--- config.mk ---
export PLATFORM = sky130hd
export DESIGN_NAME = snitch_icache_refill_responder
export DESIGN_NICKNAME = d
export VERILOG_FILES = /design/src/rtl/snitch_icache_refill_responder.sv
export SDC_FILE = /design/constraint.sdc
export NUM_CORES = 1
export LEC_CHECK = 0
export CAP_MARGIN = 40
export CORE_MARGIN = 2
export CORE_UTILIZATION = 51
export CTS_CLUSTER_SIZE = 8
export DETAILED_ROUTE_END_ITERATION = 6
export PLACE_DENSITY = 0.86
export SLEW_MARGIN = 20
export SYNTH_ARGS = -nofsm -noshare
export SYNTH_HDL_FRONTEND = slang
export SYNTH_SLANG_ARGS = --single-unit
--- constraint.sdc ---
create_clock -name clk_i -period 4.9 [get_ports clk_i]
set_input_delay 0.98 -clock clk_i [delete_from_list [all_inputs] [get_ports clk_i]]
set_output_delay 0.98 -clock clk_i [all_outputs]
set_load 0.1 [all_outputs]
--- src/rtl/snitch_icache_refill_responder.sv ---
// Responder for L0 instruction-cache line refills: pending-miss table, downstream issuer, one-deep response register.
// Define SNITCH_ICACHE_REFILL_COALESCE_EN to merge requests hitting a line that is already in flight.
module snitch_icache_refill_responder #(
    parameter int unsigned FETCH_AW      = 32,
    parameter int unsigned LINE_WIDTH    = 128,
    parameter int unsigned ID_WIDTH      = 4,
    parameter int unsigned PENDING_COUNT = 4,
    parameter int unsigned LINE_ALIGN    = $clog2(LINE_WIDTH / 8),
    parameter int unsigned MEM_ID_WIDTH  = $clog2(PENDING_COUNT)
) (
    input  logic                    clk_i,
    input  logic                    rst_ni,
    input  logic [FETCH_AW-1:0]     in_req_addr_i,
    input  logic [ID_WIDTH-1:0]     in_req_id_i,
    input  logic                    in_req_valid_i,
    output logic                    in_req_ready_o,
    output logic [LINE_WIDTH-1:0]   in_rsp_data_o,
    output logic                    in_rsp_error_o,
    output logic [ID_WIDTH-1:0]     in_rsp_id_o,
    output logic                    in_rsp_valid_o,
    input  logic                    in_rsp_ready_i,
    output logic [FETCH_AW-1:0]     mem_req_addr_o,
    output logic [MEM_ID_WIDTH-1:0] mem_req_id_o,
    output logic                    mem_req_valid_o,
    input  logic                    mem_req_ready_i,
    input  logic [LINE_WIDTH-1:0]   mem_rsp_data_i,
    input  logic                    mem_rsp_error_i,
    input  logic [MEM_ID_WIDTH-1:0] mem_rsp_id_i,
    input  logic                    mem_rsp_valid_i,
    output logic                    mem_rsp_ready_o
);

    logic [PENDING_COUNT-1:0] vld_q, issued_q;
    logic [FETCH_AW-1:0]      addr_q   [PENDING_COUNT];
    logic [ID_WIDTH-1:0]      idmask_q [PENDING_COUNT];

    logic [FETCH_AW-1:0] req_addr_aligned;
    logic                unused_addr_bits;
    assign req_addr_aligned = {in_req_addr_i[FETCH_AW-1:LINE_ALIGN], {LINE_ALIGN{1'b0}}};
    assign unused_addr_bits = ^in_req_addr_i[LINE_ALIGN-1:0];

    logic in_req_hs, mem_req_hs, mem_rsp_hs;
    logic merge_hit, free_any, pend_any;
    logic [MEM_ID_WIDTH-1:0] merge_idx, free_idx, pend_idx;

    // Descending scan so the lowest matching index wins.
    always_comb begin
        merge_hit = 1'b0;
        merge_idx = '0;
        free_any  = 1'b0;
        free_idx  = '0;
        pend_any  = 1'b0;
        pend_idx  = '0;
        for (int i = int'(PENDING_COUNT) - 1; i >= 0; i--) begin
            if (!vld_q[i]) begin
                free_any = 1'b1;
                free_idx = MEM_ID_WIDTH'(i);
            end
            if (vld_q[i] && !issued_q[i]) begin
                pend_any = 1'b1;
                pend_idx = MEM_ID_WIDTH'(i);
            end
`ifdef SNITCH_ICACHE_REFILL_COALESCE_EN
            if (vld_q[i] && (addr_q[i] == req_addr_aligned) &&
                !(mem_rsp_hs && (mem_rsp_id_i == MEM_ID_WIDTH'(i)))) begin
                merge_hit = 1'b1;
                merge_idx = MEM_ID_WIDTH'(i);
            end
`endif
        end
    end

    assign in_req_ready_o = merge_hit | free_any;
    assign in_req_hs      = in_req_valid_i & in_req_ready_o;

    // A stalled downstream request keeps its entry even if a lower index becomes pending.
    logic                    sel_lock_q;
    logic [MEM_ID_WIDTH-1:0] sel_q, sel_idx;

    assign sel_idx         = sel_lock_q ? sel_q : pend_idx;
    assign mem_req_valid_o = sel_lock_q | pend_any;
    assign mem_req_id_o    = mem_req_valid_o ? sel_idx : '0;
    assign mem_req_addr_o  = mem_req_valid_o ? addr_q[sel_idx] : '0;
    assign mem_req_hs      = mem_req_valid_o & mem_req_ready_i;

    always_ff @(posedge clk_i or negedge rst_ni) begin
        if (!rst_ni) begin
            sel_lock_q <= 1'b0;
            sel_q      <= '0;
        end else if (mem_req_valid_o && !mem_req_ready_i) begin
            sel_lock_q <= 1'b1;
            sel_q      <= sel_idx;
        end else begin
            sel_lock_q <= 1'b0;
        end
    end

    always_ff @(posedge clk_i or negedge rst_ni) begin
        if (!rst_ni) begin
            vld_q    <= '0;
            issued_q <= '0;
            for (int i = 0; i < int'(PENDING_COUNT); i++) begin
                addr_q[i]   <= '0;
                idmask_q[i] <= '0;
            end
        end else begin
            if (mem_req_hs) begin
                issued_q[sel_idx] <= 1'b1;
            end
            if (in_req_hs) begin
                if (merge_hit) begin
                    idmask_q[merge_idx] <= idmask_q[merge_idx] | in_req_id_i;
                end else begin
                    vld_q[free_idx]    <= 1'b1;
                    issued_q[free_idx] <= 1'b0;
                    addr_q[free_idx]   <= req_addr_aligned;
                    idmask_q[free_idx] <= in_req_id_i;
                end
            end
            if (mem_rsp_hs) begin
                vld_q[mem_rsp_id_i]    <= 1'b0;
                issued_q[mem_rsp_id_i] <= 1'b0;
            end
        end
    end

    logic                  rsp_valid_q, rsp_error_q;
    logic [LINE_WIDTH-1:0] rsp_data_q;
    logic [ID_WIDTH-1:0]   rsp_id_q;

    assign mem_rsp_ready_o = ~rsp_valid_q | in_rsp_ready_i;
    assign mem_rsp_hs      = mem_rsp_valid_i & mem_rsp_ready_o;

    always_ff @(posedge clk_i or negedge rst_ni) begin
        if (!rst_ni) begin
            rsp_valid_q <= 1'b0;
            rsp_error_q <= 1'b0;
            rsp_data_q  <= '0;
            rsp_id_q    <= '0;
        end else if (mem_rsp_hs) begin
            rsp_valid_q <= 1'b1;
            rsp_error_q <= mem_rsp_error_i;
            rsp_data_q  <= mem_rsp_data_i;
            rsp_id_q    <= idmask_q[mem_rsp_id_i];
        end else if (in_rsp_ready_i) begin
            rsp_valid_q <= 1'b0;
        end
    end

    assign in_rsp_valid_o = rsp_valid_q;
    assign in_rsp_error_o = rsp_error_q;
    assign in_rsp_data_o  = rsp_data_q;
    assign in_rsp_id_o    = rsp_id_q;

`ifndef SYNTHESIS
    a_mem_req_stable: assert property (@(posedge clk_i) disable iff (!rst_ni)
        mem_req_valid_o && !mem_req_ready_i |=>
            mem_req_valid_o && $stable(mem_req_addr_o) && $stable(mem_req_id_o));

    a_in_rsp_stable: assert property (@(posedge clk_i) disable iff (!rst_ni)
        in_rsp_valid_o && !in_rsp_ready_i |=>
            in_rsp_valid_o && $stable(in_rsp_data_o) && $stable(in_rsp_id_o) && $stable(in_rsp_error_o));

    a_mem_rsp_known_entry: assert property (@(posedge clk_i) disable iff (!rst_ni)
        mem_rsp_hs |-> vld_q[mem_rsp_id_i] && issued_q[mem_rsp_id_i]);

`ifdef SNITCH_ICACHE_REFILL_COALESCE_EN
    logic dup_found;
    always_comb begin
        dup_found = 1'b0;
        for (int i = 0; i < int'(PENDING_COUNT); i++) begin
            for (int j = i + 1; j < int'(PENDING_COUNT); j++) begin
                if (vld_q[i] && vld_q[j] && (addr_q[i] == addr_q[j])) dup_found = 1'b1;
            end
        end
    end

    a_no_dup_lines: assert property (@(posedge clk_i) disable iff (!rst_ni) !dup_found);
`endif
`endif

endmodule

After elaboration in Yosys (flattened, before gate mapping) --
Cells that the tools add are included.
Word-level totals: bits of input ports 173, word-level logic and storage cells 102, bits in registers 289, output and inout bits 171
Operators by class: $lt $le $gt $ge 10, bitwise logic cells 16, muxes and demuxes 45, reduce and logical (&&, ||, !) cells 15
Operator list (count):
- $bwmux 128 | 1
- $mux 32 | 4
- $bmux 32 s2 | 1
- $demux 32 s2 | 1
- $mux 4 | 8
- $mux 2 | 10
- $bwmux 16 | 1
- $mux 1 | 14
- $and 4x4->4 | 3
- $ge 3x3->1 const B | 3
- $logic_and 1x1->1 | 9
- $lt 2x3->1 const B | 3
- $not 2->3 | 3
- $bmux 4 s2 | 1
- $demux 4 s2 | 1
- $not 4->4 | 2
- $or 4x4->4 | 2
- $demux 1 s2 | 3
- $ge 2x1->1 const B | 3
- $logic_not 1->1 | 5
- $and 1x1->1 | 3
- $lt 3x1->1 const B | 1
- $or 1x1->1 | 2
- $reduce_bool 2->1 | 1
- $not 1->1 | 1

Logic depth before layout (Yosys ltp) --
Gate-level depths: netlist of run 1.
word-level depth 17, mapped depth 7, depth with buffers taken out 6

Least setup slack after synthesis of run 1 --
OpenSTA, ideal clock, no wires.
kind reg-to-output, start point register issued_q[3], end point output port mem_req_addr_o[24], buffers on the path 2, slack 960 ps, arrival time 2960 ps, cell stages (with the launch flop) 8, required time 3920 ps, path through dfrtp_1 -> and2b_1 -> o21ai_1 -> a32oi_1 -> buf_4 -> buf_4 -> mux2i_1 -> o22ai_1
On the way: cells in the longest elaborated chain, start to end 12
Ends and longest elaborated chain:
- start: declaration | RTL line 33 | logic [PENDING_COUNT-1:0] vld_q, issued_q;
- start signal: assignment | RTL line 101 | issued_q <= '0;
- start signal: indexed assignment | RTL line 108 | issued_q[sel_idx] <= 1'b1;
- start signal: indexed assignment | RTL line 115 | issued_q[free_idx] <= 1'b0;
- $logic_not 1->1 (*) | RTL line 59 | if (vld_q[i] && !issued_q[i]) begin
- $logic_and 1x1->1 (*) | RTL line 59
- $mux 2 (4 in series) | RTL line 59
- $mux 2 | RTL line 80 | assign sel_idx = sel_lock_q ? sel_q : pend_idx;
- $not 2->3 (not written as such) | RTL line 83 | assign mem_req_addr_o = mem_req_valid_o ? addr_q[sel_idx] : '0;
- $bmux 32 s2 | RTL line 83
- $mux 32 (not written as such) (2 in series) | RTL line 83
- $mux 32 (*) | RTL line 83
- end: declaration | RTL line 22 | output logic [FETCH_AW-1:0] mem_req_addr_o,
Every way passes the cells marked *; elsewhere a longest branch is shown, timed or not. The select of a mux whose other input is x is not followed.

Worst setup path in the final report of run 1 --
start point register vld_q[3], end point output port mem_req_addr_o[4]
On the way: cells in the longest elaborated chain, start to end 11
Ends and longest elaborated chain:
- start: declaration | RTL line 33
- start signal: assignment | RTL line 100 | vld_q <= '0;
- start signal: indexed assignment | RTL line 114 | vld_q[free_idx] <= 1'b1;
- start signal: indexed assignment | RTL line 121 | vld_q[mem_rsp_id_i] <= 1'b0;
- $logic_and 1x1->1 (*) | RTL line 59
- $mux 2 (4 in series) | RTL line 59
- $mux 2 | RTL line 80
- $not 2->3 (not written as such) | RTL line 83
- $bmux 32 s2 | RTL line 83
- $mux 32 (not written as such) (2 in series) | RTL line 83
- $mux 32 (*) | RTL line 83
Marked as above.

==> flow_metrics.tcl, run 1 <==
set metrics [dict create \
    critPathRequiredTime_ns 3.92 \
    initial_utilization_pct 51.8 \
    layout.nets 1713 \
    dp.cells 1778 \
    period_needed_ns 3.74 \
    worstPathArrival_ns 2.76 \
    overflow 0 \
    grt_setup_unrepaired "false" \
    netlist_area_sq_um 11200 \
    worst_pin_slew_ns 0.804 \
    wl_met1_um 15800 \
    postRouteAntennaNets 0 \
    hold_class "in2async" \
    hpwlAfterDp_um 29600 \
    run_status "finished clean" \
    cts_setup_buffers 0 \
    clock_latency_ns 0.53 \
    firstDrtPassIters 6 \
    fp.dieW_um 152 \
    skew_ns 0.0186 \
    cts_resized 0 \
    start_kind "flip-flop" \
    yosys_warnings 0 \
    worstPathCellList "and2b_1 > o21ai_1 > a32oi_4 > buf_12 > mux2i_1 > o22ai_1 > buf_4" \
    drt_first_iter_violations 1028 \
    gp_congestion 0.851 \
    drive_gt1_share_pct 21.6 \
    top_layer_used "met5" \
    io_pins 344 \
    hold_viol_final 0 \
    grt_pass1_vias 11300 \
    drc_errors 0 \
    grt_usage_pct 38.4 \
    synth-main-ff-cell "dfrtp_1" \
    cts_tree "done" \
    die_h_um 152 \
    final_cell_mix "nand2_1 (503), clkdlybuf4s50_1 (304), dfrtp_1 (273), mux2_2 (97), buf_8 (82)" \
    clockBufferDepth 3 \
    nFillCells 905 \
    core_area_sq_um 21700 \
    ys_ff_latch 273 \
    rows 54 \
    grt_pass1_wl_um 68300 \
    numCtsBuffers 40 \
    mostFrequentLayoutCell "nand2_1" \
    crit_slowest_cell "dfrtp_1" \
    cp-end-kind "output pin" \
    p_leak_nw 8.83 \
    worst-setup-path-type "reg2out" \
    h-tree-depth 2 \
    routedWlPerCell_um 25.2 \
    max-vdd-ir-drop_mv 0.673 \
    worst_path_largest_cell_delay_ns 0.43 \
    fin_cells 1839 \
    hold_buffers 0 \
    synth_cell_type_count 35 \
    synth_area_per_cell_sq_um 10.5 \
    die-area_sq_um 23200 \
    yosysSeqAreaShare_pct 60.8 \
    period_share_pct 76.4 \
    seq_area_sq_um 6830 \
    via_per_inst 5.81 \
    fin_tns_setup_ns 0 \
    relSlewSlack_pct 46.2 \
    clock-root-buffer "clkbuf_16" \
    clk_pin_slew_ns 0.05 \
    fin_util_pct 85.9 \
    ys_async_sr_fraction_pct 100 \
    multi_input_area_sq_um 4100 \
    grt_max_degree 116 \
    cap_viol_max_count 0 \
    powerDensity_nw_per_um2 607 \
    clock_sinks 273 \
    wl_met3_um 4340 \
    setup_viol 0 \
    synth_edf_count 0 \
    crit_fanout 61 \
    wl_met2_um 22400 \
    syn2layout_area_growth_pct 65.9 \
    wl_um 46300 \
    slew_viol_final 0 \
    via_count 10700 \
    maxClockFrequency_mhz 267 \
    port_buffers 335 \
    syn_inst 1071 \
    antenna_found_initial 15 \
]
-- registers in the layout, summed over array words and instances (netlist names) --
name / count
in_rsp_id_o: 4
issued_q: 4
sel_q: 2
idmask_q: 16
in_rsp_valid_o: 1
sel_lock_q: 1
vld_q: 4
addr_q: 112
in_rsp_data_o: 128
in_rsp_error_o: 1
-- path summary, 6_finish.rpt --
path | startpoint | to | slack [ns] | cells after the start
max | vld_q[3] | mem_req_addr_o[4] | 1.16 | 7
min | rst_ni | addr_q[124] | 0.43 | 1
max reg2reg | vld_q[0] | addr_q[25] | 2.59 | 5
min reg2reg | addr_q[76] | addr_q[76] | 0.47 | 2
max in group asynchronous | rst_ni | addr_q[21] | 3.41 | 2
min in group clk_i | addr_q[76] | addr_q[76] | 0.47 | 2
-- metal layers --
metal | global-route usage, % | up-vias
met5 | 0 | -
met4 | 26.1 | 2
met3 | 10.9 | 247
met2 | 62.0 | 809
met1 | 44.7 | 5238
li1 | - | 4387
-- through the flow --
step	area, sq um	hold WS [ns]	worst slack [ns]	power (mW)
final	18600	0.433	1.16	11.3
after CTS	18600	0.453	1.18	11.3
after global routing	18600	0.477	1.07	11.6
after detailed placement	17500	0.462	1.57	8.79
after global placement	14700	0.457	1.58	7.83
after floorplan	11200	0.441	0.960	6.84
-- layout make-up --
| class | count | area share (%) |
|---|---|---|
| Antenna cell | 16 | 0.215 |
| Inverter | 6 | 0.121 |
| Multi-Input combinational cell | 731 | 22.0 |
| Sequential cell | 273 | 36.7 |
| Clock buffer | 42 | 5.52 |
| Tap cell | 280 | 1.88 |
| Clock inverter | 3 | 0.141 |
| Timing Repair Buffer | 488 | 33.5 |
-- critical path, delay by kind of cell, from the launching register on --
kind                   cells  cell delay [ns]
AND/OR/NAND/NOR            1             0.18
buffers and inverters      2             0.72
AO/OA/AOI/OAI              3             0.66
multiplexers               1             0.18
flip-flops                 1             0.43
-- power by group --
group          switching, mW  leakage [nW]  total, mW  internal (mW)
clock network          0.976         0.520       2.45           1.47
registers              0.369          3.31       3.22           2.85
logic                   3.73          5.00       5.64           1.91
-- logic make-up (layout without fill, tap and decap cells) --
kind of cell	after synthesis	in the layout	share of synthesized area, %
other cells	1	20	0.0334
compound gates	45	45	2.56
mux	157	157	15.5
buf+inv	70	539	3.14
simple gates	525	525	17.9
flops	273	273	60.8
-- synth_stat cells (5+ instances only) --
cell type | n | area (sq um)
mux2i_1 | 56 | 561
dfrtp_1 | 273 | 6830
nor2_1 | 5 | 18.8
a21oi_1 | 6 | 30.0
buf_2 | 15 | 75.1
mux2_2 | 97 | 1090
nand2_1 | 504 | 1890
clkbuf_1 | 30 | 113
o22ai_1 | 28 | 175
buf_4 | 9 | 67.6
inv_1 | 6 | 22.5
buf_6 | 5 | 56.3
buf_1 | 5 | 18.8
Note: power is estimated with default switching activity, not from simulation.
==> run 2, diff against run 1 <==
CORE_UTILIZATION = 43   (was 51)
PLACE_DENSITY = 0.77   (was 0.86)
clock period = 3.3 ns   (was 4.9 ns; I/O delays follow)
==> run 2 against run 1 <==
Effect of this change:
- sequential power grew 46%
- final cell count fell by 4.9%
- register-to-register slack worse by 1.2 ns
- first-iteration DRC count decreased by 54%
- combinational power grew 43%
- largest cell class unchanged
==> flow_metrics.tcl, run 2 (synthesis results as in run 1) <==
set metrics [dict create \
    run_status "finished clean" \
    die-area_sq_um 27400 \
    numCtsBuffers 40 \
    mostFrequentLayoutCell "nand2_1" \
    reg2reg_to "issued_q[3]" \
    crit_slowest_cell "dfrtp_1" \
    setup_viol 0 \
    via_count 8611 \
    worst-path-buf-inv 2 \
    rows 59 \
    critPathRequiredTime_ns 2.64 \
    cap_viol_max_count 0 \
    drc_errors 0 \
    clockBufferDepth 3 \
    hold_class "in2async" \
    crit_end "mem_req_addr_o[25]" \
    final_cell_mix "nand2_1 (501), dfrtp_1 (273), clkdlybuf4s50_1 (167), buf_4 (147), mux2_2 (97)" \
    clk_pin_slew_ns 0.05 \
    fin_util_pct 62.8 \
    skew_ns 0.0149 \
    clock-root-buffer "clkbuf_16" \
    fin_tns_setup_ns 0 \
    fp.dieW_um 166 \
    worstPathArrival_ns 2.47 \
    cts_tree "done" \
    max-vdd-ir-drop_mv 1.10 \
    routedWlPerCell_um 17.6 \
    port_buffers 335 \
    clock_power_share_pct 22.0 \
    wl_met1_um 12100 \
    layout.nets 1581 \
    relSlewSlack_pct 52.7 \
    core_area_sq_um 25800 \
    seq_power_share_pct 28.7 \
    comb_power_share_pct 49.3 \
    grt_pass1_wl_um 48900 \
    period_needed_ns 3.13 \
    clock_sinks 273 \
    power_switching_mw 7.22 \
    p_leak_nw 7.94 \
    pre_cts_ws_ns 0.614 \
    power.internal_mw 9.15 \
    overflow 0 \
    grt_max_degree 93 \
    worst_path_largest_cell_delay_ns 0.42 \
    grt_usage_pct 22.3 \
    via_per_inst 4.93 \
    rr_startpoint "vld_q[3]" \
    clock_latency_ns 0.51 \
    r2r_slack_ns 1.36 \
    fin_ws_ns 0.171 \
    critical_path_cell_count 7 \
    cp-startpoint "vld_q[3]" \
    cpMostUsedCell "buf_12" \
    drt_first_iter_violations 475 \
    gp_congestion 0.823 \
    start_kind "flip-flop" \
    crit_fanout 37 \
    maxClockFrequency_mhz 320 \
    drive_gt1_share_pct 26.2 \
    wl_um 30800 \
    crit_family "compound AO/OA/AOI/OAI gates" \
    period_share_pct 94.8 \
    grt_setup_unrepaired "false" \
    cp-end-kind "output pin" \
    antenna_found_initial 5 \
    postRouteAntennaNets 0 \
    hpwlAfterDp_um 21000 \
    wl_met2_um 15800 \
    hold_viol_final 0 \
    worstPathCellList "and2b_1 > o21ai_1 > a32oi_4 > buf_12 > mux2i_1 > o22ai_2 > buf_12" \
    wl_met3_um 2180 \
    powerDensity_nw_per_um2 1010 \
    switching_share_pct 44.1 \
    slew_viol_final 0 \
    worst-setup-path-type "reg2out" \
    io_pins 344 \
    syn2layout_area_growth_pct 44.5 \
    top_layer_used "met5" \
    grt_pass1_vias 8919 \
    firstDrtPassIters 4 \
    largest_reg_flops 128 \
    worst_pin_slew_ns 0.710 \
    die_h_um 166 \
    initial_utilization_pct 43.5 \
    h-tree-depth 2 \
    r2r_cells 6 \
    nFillCells 2043 \
]
-- run 2: cell count changes in the layout (fill, tap and decap cells not counted), moves of 14 or more --
cell	change
buf_12	+37
buf_16	-58
buf_4	+106
buf_8	-81
clkdlybuf4s50_1	-137
diode_2	-14
o22ai_1	-28
o22ai_2	+28
-- run 2: repair_timing --
item | CTS | global route
setup buffers | 0 | 0
setup endpoints to repair | 0 | 10
gates resized for setup | 0 | 1
hold endpoints to repair | 0 | 0
hold buffers | 0 | 0
-- run 2: worst register-to-register path, cell delays in order (launching register included) --
cell	delay, ns
dfrtp_1	0.42
and2b_1	0.19
a21oi_1	0.21
o21a_2	0.47
inv_1	0.20
a31oi_1	0.21
a311oi_1	0.06
-- run 2: layout make-up --
cell class	instances	area (sq um)	share of cell area [%]
clock buffer	42	1020	6.27
sequential	273	6830	42.1
inverter	6	22.5	0.139
timing repair buffer	356	3600	22.2
multi-input combinational	731	4280	26.4
tap	335	419	2.58
clock inverter	3	55.1	0.339
antenna	2	5.00	0.0308
-- run 2: worst min path at each step --
stage / from / endpoint / slack, ns / cells after the start
floorplan: rst_ni / addr_q[100] / 0.36 / 0
global placement: idmask_q[8] / idmask_q[8] / 0.46 / 2
detailed placement: idmask_q[11] / idmask_q[11] / 0.46 / 2
CTS: rst_ni / addr_q[87] / 0.21 / 1
global route: rst_ni / addr_q[122] / 0.22 / 1
finish: rst_ni / addr_q[122] / 0.18 / 1
-- run 2: power by group through the flow --
| stage | Sequential, mW | Clock, mW | Combinational (mW) |
|---|---|---|---|
| 4_1_cts | 4.70 | 3.69 | 8.12 |
| 5_1_grt | 4.80 | 3.82 | 8.38 |
| 3_5_place_dp | 4.74 | 0 | 8.09 |
| 2_1_floorplan | 6.28 | 0 | 4.12 |
| 6_report | 4.69 | 3.60 | 8.07 |
| 3_3_place_gp | 4.68 | 0 | 8.03 |
-- run 2: through the flow --
stage	instances	power, mW	hold WS, ns	area (sq um)
after floorplan	1074	10.4	0.364	11400
after global placement	1701	12.7	0.457	15200
after detailed placement	1701	12.8	0.458	15200
after CTS	1746	16.5	0.205	16200
after global routing	1748	17.0	0.218	16200
final	1748	16.4	0.179	16200
-- run 2: per-layer routing --
layer	track usage, %	up-vias
met4	6.77	4
met2	38.7	270
met1	26.9	4166
li1	-	4115
met5	0	-
met3	6.48	56
==> run 3, diff against run 2 <==
HOLD_SLACK_MARGIN = 0.15   (was not set)
==> results of run 3 <==
No change in the layout: final DEF, timing and power equal those of run 2.
